File: config.mk
export PLATFORM = sky130hd
export DESIGN_NAME = asynchronous_up_counter_4bit_flat
export DESIGN_NICKNAME = d
export VERILOG_FILES = /design/src/rtl/asynchronous_up_counter_4bit_if.sv /design/src/rtl/asynchronous_up_counter_4bit.sv /design/src/flat_wrapper.sv
export SDC_FILE = /design/constraint.sdc
export NUM_CORES = 1
export LEC_CHECK = 0
export CAP_MARGIN = 20
export CORE_AREA = 2 2 39 41
export DETAILED_ROUTE_END_ITERATION = 8
export DIE_AREA = 0 0 41 43
export PLACE_DENSITY_LB_ADDON = 0.3
export RECOVER_POWER = 100
export SYNTH_ARGS = -nofsm -noshare
export SYNTH_HDL_FRONTEND = slang
export SYNTH_SLANG_ARGS = --single-unit
File: constraint.sdc
create_clock -name clk -period 0.8 [get_ports clk]
set_input_delay 0.08 -clock clk [delete_from_list [all_inputs] [get_ports clk]]
set_output_delay 0.08 -clock clk [all_outputs]
set_load 0.02 [all_outputs]
File: src/rtl/asynchronous_up_counter_4bit_if.sv
// ---------------------------------------------------------------------------
// asynchronous_up_counter_4bit_if
//
// Bundle of the ripple counter's observable outputs.
//
// Signals (WIDTH = number of counter stages):
//   Q        [WIDTH-1:0]  settled count, unsigned binary, Q[0] = LSB
//   tc                    terminal count, high while Q is all ones
//   wrapped               sticky flag, set when the count rolls over to zero
//
// Modports:
//   master  - the counter, drives all three signals
//   slave   - any consumer of the count
// ---------------------------------------------------------------------------
interface asynchronous_up_counter_4bit_if #(
    parameter int WIDTH = 4
);

    logic [WIDTH-1:0] Q;
    logic             tc;
    logic             wrapped;

    modport master (
        output Q,
        output tc,
        output wrapped
    );

    modport slave (
        input Q,
        input tc,
        input wrapped
    );

endinterface : asynchronous_up_counter_4bit_if

File: src/rtl/asynchronous_up_counter_4bit.sv
// ---------------------------------------------------------------------------
// asynchronous_up_counter_4bit
//
// Ripple binary up-counter. Each stage is a toggle flip-flop: stage 0 is
// clocked by clk, every later stage is clocked by the falling edge of the
// stage below it. Bit i of the count is therefore clk divided by 2^(i+1).
// The count is only meaningful once the ripple has settled (up to WIDTH
// flop delays after the clk rising edge).
//
// Parameters:
//   WIDTH    number of stages, legal range 2..16
//
// Ports:
//   clk      counter clock; stage 0 toggles on its rising edge
//   reset    asynchronous active-low clear of every stage and of the
//            wrap flag; 1 = run
//   cnt      master side of asynchronous_up_counter_4bit_if
//              cnt.Q        current count
//              cnt.tc       AND of all count bits (may glitch during ripple)
//              cnt.wrapped  sticky, set on the falling edge of the MSB
// ---------------------------------------------------------------------------
module asynchronous_up_counter_4bit #(
    parameter int WIDTH = 4
) (
    input  logic                                  clk,
    input  logic                                  reset,
    asynchronous_up_counter_4bit_if.master        cnt
);

    // Collected stage outputs. Each bit is driven by exactly one stage flop
    // through a continuous assignment, so every flop keeps its own clock.
    logic [WIDTH-1:0] q_s;
    logic             wrapped_r;

    // -----------------------------------------------------------------------
    // Stage 0: the only flop that sees the system clock.
    // -----------------------------------------------------------------------
    logic stage0_r;

    // Toggle stage 0 on every rising clk edge, clear asynchronously.
    always_ff @(posedge clk or negedge reset) begin
        if (!reset) begin
            stage0_r <= 1'b0;
        end else begin
            stage0_r <= ~stage0_r;
        end
    end

    assign q_s[0] = stage0_r;

    // -----------------------------------------------------------------------
    // Stages 1..WIDTH-1: each is clocked by the 1->0 transition of the
    // previous bit. A falling lower bit is exactly a carry into this bit,
    // which is what makes the chain count up rather than down.
    // -----------------------------------------------------------------------
    genvar gi;
    generate
        for (gi = 1; gi < WIDTH; gi = gi + 1) begin : g_stage
            logic stage_r;

            // Toggle on the carry out of the lower stage, clear asynchronously.
            always_ff @(negedge q_s[gi-1] or negedge reset) begin
                if (!reset) begin
                    stage_r <= 1'b0;
                end else begin
                    stage_r <= ~stage_r;
                end
            end

            assign q_s[gi] = stage_r;
        end
    endgenerate

    // -----------------------------------------------------------------------
    // Wrap detection: the MSB only falls when the whole counter rolls over
    // from all-ones to zero, so its falling edge is the wrap event. When
    // reset pulls a set MSB low the reset branch wins and the flag stays 0.
    // -----------------------------------------------------------------------

    // Sticky wrap flag, cleared only by reset.
    always_ff @(negedge q_s[WIDTH-1] or negedge reset) begin
        if (!reset) begin
            wrapped_r <= 1'b0;
        end else begin
            wrapped_r <= 1'b1;
        end
    end

    // -----------------------------------------------------------------------
    // Outputs. Q and wrapped come straight from flops; tc is decoded from
    // the count and is only valid once the ripple has settled.
    // -----------------------------------------------------------------------
    assign cnt.Q       = q_s;
    assign cnt.tc      = &q_s;
    assign cnt.wrapped = wrapped_r;

endmodule : asynchronous_up_counter_4bit

File: src/flat_wrapper.sv
// flat-port wrapper written by rule: the top's interface ports become plain ports
module asynchronous_up_counter_4bit_flat 
#(
    parameter int WIDTH = 4
)
  (clk, reset, cnt_Q, cnt_tc, cnt_wrapped);
  asynchronous_up_counter_4bit_if #(.WIDTH(WIDTH)) cnt_i ();
  input  logic clk;
  input  logic reset;
  output wire logic [$bits(cnt_i.Q)-1:0] cnt_Q;
  output wire logic [$bits(cnt_i.tc)-1:0] cnt_tc;
  output wire logic [$bits(cnt_i.wrapped)-1:0] cnt_wrapped;
  assign cnt_Q = cnt_i.Q;
  assign cnt_tc = cnt_i.tc;
  assign cnt_wrapped = cnt_i.wrapped;
  asynchronous_up_counter_4bit #(.WIDTH(WIDTH)) u_core (.clk(clk), .reset(reset), .cnt(cnt_i));
endmodule
==> Word level (Yosys, flattened, before mapping) <==
Cells that the tools add are included.
{ "word_totals": {"reg_bits": 5, "inputBits": 2, "output_inout_bits": 6, "wordCells": 10} }
{ "op_classes": {"bitwise_logic": 4, "reduce_logical": 1} }
{ "ops": {"columns": ["op", "count"], "rows": [
  ["$not 1->1", 4],
  ["$reduce_and 4->1", 1]
]} }

==> Logic depth before layout (Yosys ltp) <==
Gate-level depths: netlist of the first run.
{ "logic_depth": {"depth_word": 1, "mapped_depth": 1, "ltp_nobuf": 1} }

==> flow_metrics.env, run 1 <==
export IMPL_ys_types=6
export IMPL_grt_first_pass_wirelength_um=434
export IMPL_hp_class="in2async"
export IMPL_synthMuxAreaShare_pct=0
export IMPL_syn_nets=17
export IMPL_synth_simple_area_share_pct=4.795
export IMPL_synthAdderAreaFrac_pct=0
export IMPL_postSynth_asyncResetShare_pct=100.0
export IMPL_unclocked_regs=4
export IMPL_io_pins=8
export IMPL_fmax_ghz=1.383
export IMPL_fin_crit_sh_pct=90.41
export IMPL_p_leak_uw=0.0001309
export IMPL_ant_nets=0
export IMPL_diodes=0
export IMPL_yosys_area_top_type="dfrtn_1"
export IMPL_first_global_vias=111
export IMPL_gp_congestion=0.5722
export IMPL_post_route_cells_drive_above_1_share_pct=15.00
export IMPL_viasPerCell=2.806
export IMPL_ys_ff_latch=5
export IMPL_path_max_fanout=2
export IMPL_pwr_share_seq_pct=81.0
export IMPL_yosysTopAreaCellShare_pct=54.79
export IMPL_cp_required_ns=0.72
export IMPL_worstPathArrival_ns=0.64
export IMPL_clk_pin_slew_ns=0
export IMPL_min_period_ns=0.7233
export IMPL_ir_worst_vdd_v=0.0002200
export IMPL_die_width_um=41
export IMPL_grt_setup_unrepaired="false"
export IMPL_core_area_sq_mm=0.001384
export IMPL_portBuffers=7
export IMPL_outcome="finished, final reports clean"
export IMPL_synth_edf_count=0
export IMPL_combPwrFrac_pct=19.0
export IMPL_num_vias=101
export IMPL_maxCapViolations=0
export IMPL_finalInstanceArea_sq_um=244.0
export IMPL_dpl_instance_area_sq_um=257.7
export IMPL_worstSetupPathType="reg2out"
export IMPL_post_cts_resized=8
export IMPL_hold_buffers=0
export IMPL_p_switching_uw=5.739
export IMPL_postCtsSetupBuffers=0
export IMPL_synth_top_family_by_area="buffers and inverters"
export IMPL_synthCells=15
export IMPL_synth_top_cells_by_count="4 x buf_4, 4 x dfrtn_1, 4 x inv_1"
export IMPL_dp_cells=36
export IMPL_drt_initial_drc_count=0
export IMPL_dieArea_sq_mm=0.001763
export IMPL_startpoint_type="flop"
export IMPL_switching_share_pct=8.968
export IMPL_drt_wl_total_um=245
export IMPL_grt_max_degree=5
export IMPL_std_cell_rows=14
export IMPL_drc_errors=0
export IMPL_start_util_pct=13.20
export IMPL_grt_usage_pct=3.229
export IMPL_whs_ns=0.3181
export IMPL_ys_warn_count=0
export IMPL_fin_ws_ns=0.07670
export IMPL_untimed_endpoints=7
export IMPL_crit_path_end_kind="output port"
export IMPL_area_growth_pct=33.56
export IMPL_ys_top_cells_by_area="dfrtn_1 55%, buf_4 16%, dfrtp_1 14%, inv_1 8.2%, and4_1 4.8%"
export IMPL_final_hold_viol_count=0
export IMPL_p_per_area_mw_per_mm2=262.3
export IMPL_fin_nets=24
export IMPL_clock_power_share_pct=0
export IMPL_finalClockSkew_ns=0
export IMPL_dpl_worst_slack_ns=-0.3674
export IMPL_dpl_hpwl_um=234.4
export IMPL_drtPass1Iterations=1
export IMPL_slew_violations=0
export IMPL_syn_area_sq_um=182.7
export IMPL_wl_per_cell_um=6.806
export IMPL_synth_compound_area_share_pct=0
export IMPL_antenna_found_initial=0
export IMPL_fin_cells=36
export IMPL_dieHeight_um=43
export IMPL_synth_main_ff_cell="dfrtn_1"
export IMPL_gr_total_overflow=0
export IMPL_syn_area_per_cell_sq_um=12.18
export IMPL_synth_xor_area_share_pct=0
export IMPL_insertion_delay_ns=0
export IMPL_setup_viol=0
export IMPL_p_total_uw=63.99
export IMPL_yosysSeqAreaShare_pct=68.49
export IMPL_internal_power_uw=58.25
==> per-stage QoR <==
stage | util, % | TNS, ns
2_1_floorplan | - | 0
3_3_place_gp | 18.63 | -0.6854
3_5_place_dp | 18.63 | -0.6707
4_1_cts | 17.90 | 0
5_1_grt | 17.63 | 0
6_report | 17.63 | 0
==> final timing paths <==
path,depth (start not counted),from,slack (ns),end
min in group clk,2,u_core.stage0_r,0.54,u_core.stage0_r
hold reg to reg,2,u_core.stage0_r,0.54,u_core.stage0_r
max in group asynchronous,1,reset,0.36,u_core.stage0_r
hold / removal,1,reset,0.32,u_core.stage0_r
setup reg to reg,2,u_core.stage0_r,0.19,u_core.stage0_r
setup / recovery,2,u_core.stage0_r,0.08,cnt_tc
==> metal layers <==
metal  vias up  global-route usage (%)  part of all wire [%]
met1        46                   4.248                    40
met4         0                       0                     0
met5         -                       0                     0
met3         0                  0.5236                    17
met2         7                   5.625                    42
li1         48                       -                     -
==> critical path, stage by stage (launching register included) <==
cell	delay, ns
dfrtp_1	0.31
and4_1	0.16
clkbuf_2	0.17
==> cells in the final DEF, fill, tap and decap left out <==
cell type	Yosys	layout
dlygate4sd3_1	0	1
conb_1	1	1
dfrtn_1	4	4
clkbuf_2	0	2
clkbuf_1	0	1
clkdlybuf4s50_1	0	4
and4_1	1	1
buf_4	4	1
inv_1	4	4
dfrtp_1	1	1
==> kinds of logic (layout without fill, tap and decap cells) <==
| kind of cell | count (synthesis) | after routing |
|---|---|---|
| and+or+nand+nor | 1 | 1 |
| buffers and inverters | 8 | 13 |
| DFF | 5 | 5 |
| other | 1 | 1 |
==> registers in the layout (all words and copies together) (netlist names) <==
register and count:
u_core.cnt.wrapped 1, u_core.g_stage.stage_r 3, u_core.stage0_r 1
==> power groups by stage <==
stage	sequential (uW)	combinational [uW]	clock (uW)
after floorplan	51.9	0.428	0
after global placement	51.8	13.6	0
after detailed placement	51.8	13.4	0
after CTS	51.8	13.5	0
after global routing	51.8	14.2	0
final	51.8	12.2	0
==> final cells by class <==
type | count | area (sq um)
fillers | 155 | 1140
flip-flops and latches | 5 | 125.1
repair buffers | 9 | 71.32
well taps | 16 | 20.02
inverters | 4 | 15.01
multi-input cells | 2 | 12.51
Note: power is estimated with default switching activity, not from simulation.
==> run 2, diff against run 1 <==
--- a/config.mk
+++ b/config.mk
@@ -9,6 +9,7 @@
 export CORE_AREA = 2 2 39 41
 export DETAILED_ROUTE_END_ITERATION = 8
 export DIE_AREA = 0 0 41 43
+export MAX_ROUTING_LAYER = met4
 export PLACE_DENSITY_LB_ADDON = 0.3
 export RECOVER_POWER = 100
 export SYNTH_ARGS = -nofsm -noshare
==> results of run 2 <==
The final DEF is identical to that of run 1; final timing and power are the same.
Main changes from that run: final weighted congestion in routability-driven placement 0.5722 -> 0.5751; overall routing resource usage 3.229% -> 3.309%
